$ cat config.mk
export PLATFORM = sky130hd
export DESIGN_NAME = sd_bitstream_decimator
export DESIGN_NICKNAME = d
export VERILOG_FILES = /design/src/rtl/sd_bitstream_decimator.sv
export SDC_FILE = /design/constraint.sdc
export NUM_CORES = 1
export LEC_CHECK = 0
export CAP_MARGIN = 25
export CORE_MARGIN = 2
export CORE_UTILIZATION = 45
export CTS_CLUSTER_SIZE = 12
export DETAILED_ROUTE_END_ITERATION = 12
export PLACE_DENSITY = 0.73
export SKIP_CTS_REPAIR_TIMING = 1
export SYNTH_ARGS = -nofsm -noshare
export SYNTH_HDL_FRONTEND = slang
export SYNTH_SLANG_ARGS = --single-unit
$ cat constraint.sdc
create_clock -name clk -period 4.8 [get_ports clk]
set_clock_uncertainty 0.15 [all_clocks]
set_input_delay 0.48 -clock clk [delete_from_list [all_inputs] [get_ports clk]]
set_output_delay 0.48 -clock clk [all_outputs]
set_load 0.05 [all_outputs]
$ cat src/rtl/sd_bitstream_decimator.sv
// Sinc2 CIC decimator for the 3-bit sigma-delta link, with a
// valid/ready output register and sticky overrun flag.
module sd_bitstream_decimator #(
  parameter int DECIM_LOG2 = 6,
  parameter int BITWIDTH   = 32
) (
  input  logic                clk,
  input  logic                reset,
  input  logic                en,
  input  logic [2:0]          sd_in,
  output logic [BITWIDTH-1:0] dout,
  output logic                dout_valid,
  input  logic                dout_ready,
  output logic                overrun,
  input  logic                clr_ovr
);

  localparam int IW = 2*DECIM_LOG2 + 3;

  logic [1:0]            ones;
  logic signed [2:0]     x;
  logic [IW-1:0]         x_ext;

  logic [DECIM_LOG2-1:0] cnt_q, cnt_d;
  logic [IW-1:0]         i1_q, i1_d;
  logic [IW-1:0]         i2_q, i2_d;
  logic [IW-1:0]         s_q, s_d;
  logic [IW-1:0]         c1_q, c1_d;
  logic [IW-1:0]         c1, c2;
  logic [1:0]            prime_q, prime_d;
  logic [BITWIDTH-1:0]   dout_q, dout_d;
  logic                  valid_q, valid_d;
  logic                  ovr_q, ovr_d;
  logic                  boundary;
  logic                  new_smp;

  assign ones = {1'b0, sd_in[0]}
              + {1'b0, sd_in[1]}
              + {1'b0, sd_in[2]};

  always_comb begin
    x = 3'sd0;
    unique case (ones)
      2'd0: x = -3'sd3;
      2'd1: x = -3'sd1;
      2'd2: x = 3'sd1;
      2'd3: x = 3'sd3;
      default: x = 3'sd0;
    endcase
  end

  assign x_ext = {{(IW-3){x[2]}}, x};

  assign boundary = en && (cnt_q == '1);
  assign new_smp  = boundary && (prime_q == 2'd2);

  assign i1_d = i1_q + x_ext;
  assign i2_d = i2_q + i1_d;
  assign c1   = i2_d - s_q;
  assign c2   = c1 - c1_q;

  always_comb begin
    cnt_d   = cnt_q;
    s_d     = s_q;
    c1_d    = c1_q;
    prime_d = prime_q;
    if (en) begin
      cnt_d = cnt_q + 1'b1;
    end
    if (boundary) begin
      s_d  = i2_d;
      c1_d = c1;
      if (prime_q != 2'd2) begin
        prime_d = prime_q + 2'd1;
      end
    end
  end

  // A new sample may only replace dout if the old one
  // is gone or leaves in this same cycle.
  always_comb begin
    dout_d  = dout_q;
    valid_d = valid_q;
    ovr_d   = ovr_q;
    if (clr_ovr) begin
      ovr_d = 1'b0;
    end
    if (new_smp) begin
      if (!valid_q || dout_ready) begin
        dout_d  = BITWIDTH'($signed(c2));
        valid_d = 1'b1;
      end else begin
        ovr_d = 1'b1;
      end
    end else if (valid_q && dout_ready) begin
      valid_d = 1'b0;
    end
  end

  always_ff @(posedge clk or negedge reset) begin
    if (!reset) begin
      cnt_q   <= '0;
      i1_q    <= '0;
      i2_q    <= '0;
      s_q     <= '0;
      c1_q    <= '0;
      prime_q <= '0;
      dout_q  <= '0;
      valid_q <= 1'b0;
      ovr_q   <= 1'b0;
    end else begin
      cnt_q   <= cnt_d;
      if (en) begin
        i1_q <= i1_d;
        i2_q <= i2_d;
      end
      s_q     <= s_d;
      c1_q    <= c1_d;
      prime_q <= prime_d;
      dout_q  <= dout_d;
      valid_q <= valid_d;
      ovr_q   <= ovr_d;
    end
  end

  assign dout       = dout_q;
  assign dout_valid = valid_q;
  assign overrun    = ovr_q;

endmodule

# == Yosys cells after proc, flatten, opt, wreduce, memory -nomap -nowiden ==
# Cells that the tools add are included.
# word_totals
reg_bits,85
input_bits,8
out_inout_bits,34
# classes
addsub,8
eq_ne,7
muxes,7
reduce_logical,10
# op_table
operator,n
15-bit adder,2
15-bit subtractor,2
3-bit one-hot mux with 4 select lines,1
6-bit by 1-bit adder with 6-bit output (second input constant),1
2-bit == test (second input constant),3
6-bit == test (second input constant),1
1-bit 2-to-1 mux,6
2-bit AND reduction,3
1-bit logical AND,3
1-bit by 1-bit adder with 2-bit output,1
2-bit by 1-bit adder with 2-bit output,1
2-bit by 1-bit adder with 2-bit output (second input constant),1
2-bit by 1-bit == test with 1-bit output (second input constant),1
2-bit zero test,1
2-bit by 1-bit != test with 1-bit output (second input constant),1
2-bit != test (second input constant),1
2-bit nonzero test,1
1-bit zero test,1
1-bit logical OR,1

# == Depth between registers and ports, before layout ==
# depth
depth_word,8
ltp_mapped,30
ltp_nobuf,30

# == Least setup slack after synthesis ==
# No wires, ideal clock.
# synth_timing
path_type,input to register
start,in sd_in[0]
end,reg dout[14] (netlist name)
t_arrival_ps,5829
required_ps,4574
slack_ps,-1256
cell_stages,27
n_path_buf,0
cell_sequence,inv_1 -> fa_1 -> inv_1 -> ha_1 -> a21o_1 -> a21oi_1 -> o21ai_0 -> a21o_1 -> a21o_1 -> xor2_1 -> ha_1 -> a21oi_1 -> o21ai_0 -> a21oi_1 -> xnor2_1 -> ha_1 -> or2_2 -> a21oi_1 -> a31oi_1 -> xor2_1 -> ha_1 -> or3_1 -> o31ai_1 -> o21bai_1 -> a21oi_1 -> xnor3_1 -> o21ai_1
# synth_via
elab_chain_len,8
elab_cells_between_ends,11
# synth_rtl
item,line,rtl
from (decl),10,"input logic [2:0] sd_in,"
1-bit by 1-bit adder with 2-bit output (*),38,"+ {1'b0, sd_in[1]}"
2-bit by 1-bit adder with 2-bit output (*),39,"+ {1'b0, sd_in[2]};"
2-bit == test (tied with other cells),43,unique case (ones)
3-bit one-hot mux with 4 select lines (*),43,
15-bit adder (*),57,assign i1_d = i1_q + x_ext;
named net i1_d[7],25,"logic [IW-1:0] i1_q, i1_d;"
15-bit adder (*),58,assign i2_d = i2_q + i1_d;
named net i2_d[9],26,"logic [IW-1:0] i2_q, i2_d;"
15-bit subtractor (*),59,assign c1 = i2_d - s_q;
named net c1[11],29,"logic [IW-1:0] c1, c2;"
15-bit subtractor (*),60,assign c2 = c1 - c1_q;
# Mark *: on every way through the listed nets, which the timed path passes. The rest lies on a longest branch. The select of a mux whose other input is x is not followed.
# A chain may end at the register's enable or synchronous reset.

# == Worst setup path in the final report ==
# layout_timing
start,in sd_in[1]
end,reg dout[14] (netlist name)
# layout_via
elab_chain_len,8
elab_cells_between_ends,11
# layout_rtl
item,line
1-bit by 1-bit adder with 2-bit output (*),38
2-bit by 1-bit adder with 2-bit output (*),39
2-bit == test (tied with other cells),43
3-bit one-hot mux with 4 select lines (*),43
15-bit adder (*),57
named net i1_d[7],25
15-bit adder (*),58
named net i2_d[9],26
15-bit subtractor (*),59
named net c1[11],29
15-bit subtractor (*),60
# Marks and branches as above.

==> run summary <==
ANT cells - 0
DRT iter0 DRCs - 362
Synth top area cells - dfrtp_1 (36%), ha_1 (13%), mux2_2 (6.0%)
Max clock buf depth - 2
Crit-path slowest cell - fa_2
Die H - 118 um
CP dominant cell by count - a21oi_4
CTS H-tree depth - 3
Worst Max-Slew Pin Slew - 0.602 ns
WP data required - 4.92 ns
Largest family of logic cells by synthesized area - compound AO/OA/AOI/OAI gates
Core ar. - 12700 um2
Post-synth top flop - dfrtp_1
Antenna viol nets, final - 0
Outcome - complete, but fails checks
Met3 Wirelength - 342 um
DRC viols - 0
Slowest stage delay, CP - 0.59 ns
CTS clk-pin slew, worst paths - 0.06 ns
Max layer used - met4
Finished Core Util - 66.1%
Setup violations, final - 10
Root buf cell - clkbuf_16
Final setup margin - -0.980 ns
Synth Instances - 627
Clock sink total - 85
Max Slew Vio Count - 0
Buffers on Ports - 41
Syn Std Cell Area - 5850 um2
Sequential share of the synthesized area - 36.3%
First-pass GRT wire length - 22700 um
Mapped Nets - 700
Die X - 118 um
Post-route insts no fill - 956
CTS tree - yes
Max-Cap Viols - 0
Filler instances - 935
# IOs - 42
Hold WS - -0.00490 ns
WL met1 - 6270 um
Post-DP HPWL - 9880 um
Critical path startpoint category - primary input
Worst setup path class - in -> reg
Wirelength per Cell - 15.3 um
Vias in the first global route - 5004
Met2 WL - 7730 um
Post-synth cell types - 49
Slew HR - 59.9%
Synth warn - 0
Leading cell type by number of instances after synthesis - dfrtp_1
Critical Path AT - 5.90 ns
Clk_lat worst skew - 0.34 ns
Register area - 2130 um2
Die area - 13900 um2
Vias - 5012
Largest net degree at the start of global routing - 46
Min Tclk post-route - 5.78 ns
Num CTS Buffers - 9
Total grt overflow - 0
Adder-cell share of the synthesized area - 14.5%
Fin. Hold Viols - 3
Post-synth top area share - 36.3%
R2R setup slack - -0.74 ns
Ys async rst share - 100%
Post-synth EDFFs - 0
RD Place Congestion - 0.875
Post-synth top area cell - dfrtp_1
Nets - 855
Worst reg-to-reg path cell count - 25
Violations in the final reports - negative hold slack, negative setup slack
Xor/xnor cell area share of the yosys netlist - 8.72%
FP Rows - 41
Maximum clock frequency - 0.173 GHz
Final worst path period share - 120%
Reg2reg start - i1_q[1]
Total Routing Usage GR - 19.7%
Post-synthesis mux area share - 6.14%
Via-to-Cell Ratio - 5.24
Post-synth top cells - dfrtp_1 (85), nand2_1 (65), ha_1 (60), inv_1 (59), o21ai_0 (58)
Avg Inst Size Synth - 9.34 um2
RSZ-0062 raised after global routing - true
Critical Path End Type - flip-flop
Reg-to-reg critical path endpoint - dout[14]
Crit-path max FO - 4
Layout cells sized above 1 - 37.9%
Placed cell count - 928
Area growth from synthesis to layout - 43.1%
Hold Crit Class - in -> async
Seq cells post-synth - 85
Initial core utilization - 46.2%
DRT Wirelength - 14600 um
Antenna violations before repair - 0
Post-synthesis compound-gate area fraction - 15.6%
Post-Synth Simple-Gate Area - 11.7%
Drt pass-1 iters - 4
Area of the multi-input gates - 4090 um2
logic make-up (layout without fill, tap and decap cells):
group	Yosys count	count (layout)
compound gates	152	152
xor+xnor	54	54
fa+ha+maj	65	65
buf+inv	89	246
flops	85	85
mux	32	32
simple gates	150	150
worst max path at each step:
stage | end | startpoint | cells past startpoint | slack, ns
after global routing | dout[14] | sd_in[1] | 29 | -1.21
final | dout[14] | sd_in[1] | 28 | -0.98
after floorplan | dout[14] | sd_in[2] | 27 | -0.88
after CTS | dout[14] | sd_in[2] | 29 | -1.44
after detailed placement | dout[14] | sd_in[2] | 30 | -1.78
after global placement | dout[14] | sd_in[2] | 28 | -1.63
layout by cell type, fill, tap and decap left out, drive strengths merged, types with 11 or more instances in the layout:
master         count
a21o              12
o21ai             60
xor2              17
nand2             65
nor2              36
mux2              31
inv               59
buf              136
clkdlybuf4s50     37
a21oi             39
nor3              11
dfrtp             85
clkbuf            11
ha                60
xnor2             35
layer usage:
metal	vias to the layer above	GRT usage, %
li1	2452	-
met1	2453	25.8
met2	85	33.5
met3	22	2.42
met4	0	7.15
met5	-	0
worst max-delay path: cells and delay by family:
family,cells,cell delay [ns]
AO/OA/AOI/OAI,14,2.33
XOR/XNOR,4,0.77
adder cells (fa/ha/maj),5,1.51
buffers and inverters,3,0.15
AND/OR/NAND/NOR,2,0.67
state kept, by name (all words and copies together), names as in the netlist:
| name | cells |
|---|---|
| c1_q | 15 |
| cnt_q | 6 |
| dout | 15 |
| dout_valid | 1 |
| i1_q | 15 |
| i2_q | 15 |
| overrun | 1 |
| prime_q | 2 |
| s_q | 15 |
final cells by class:
class / count / share of cell area [%]
Multi-Input combinational cell: 453 / 48.8
Sequential cell: 85 / 25.4
Timing Repair Buffer: 174 / 17.4
Clock buffer: 10 / 2.85
Inverter: 59 / 2.73
Tap cell: 172 / 2.57
Clock inverter: 3 / 0.179
through the flow:
step | cell area (um2) | setup TNS (ns) | worst slack (ns) | hold WS (ns)
2_1_floorplan | 5930 | -3.01 | -0.880 | 0.0344
3_3_place_gp | 7260 | -17.26 | -1.63 | 0.309
3_5_place_dp | 7280 | -20.24 | -1.78 | 0.319
4_1_cts | 7540 | -12.31 | -1.44 | 0.0150
5_1_grt | 8380 | -6.14 | -1.21 | 0.0441
6_report | 8380 | -4.23 | -0.980 | -0.00490
Power is not shown: default switching activity piles up to over one toggle a cycle in this logic, so the estimate is an artifact.
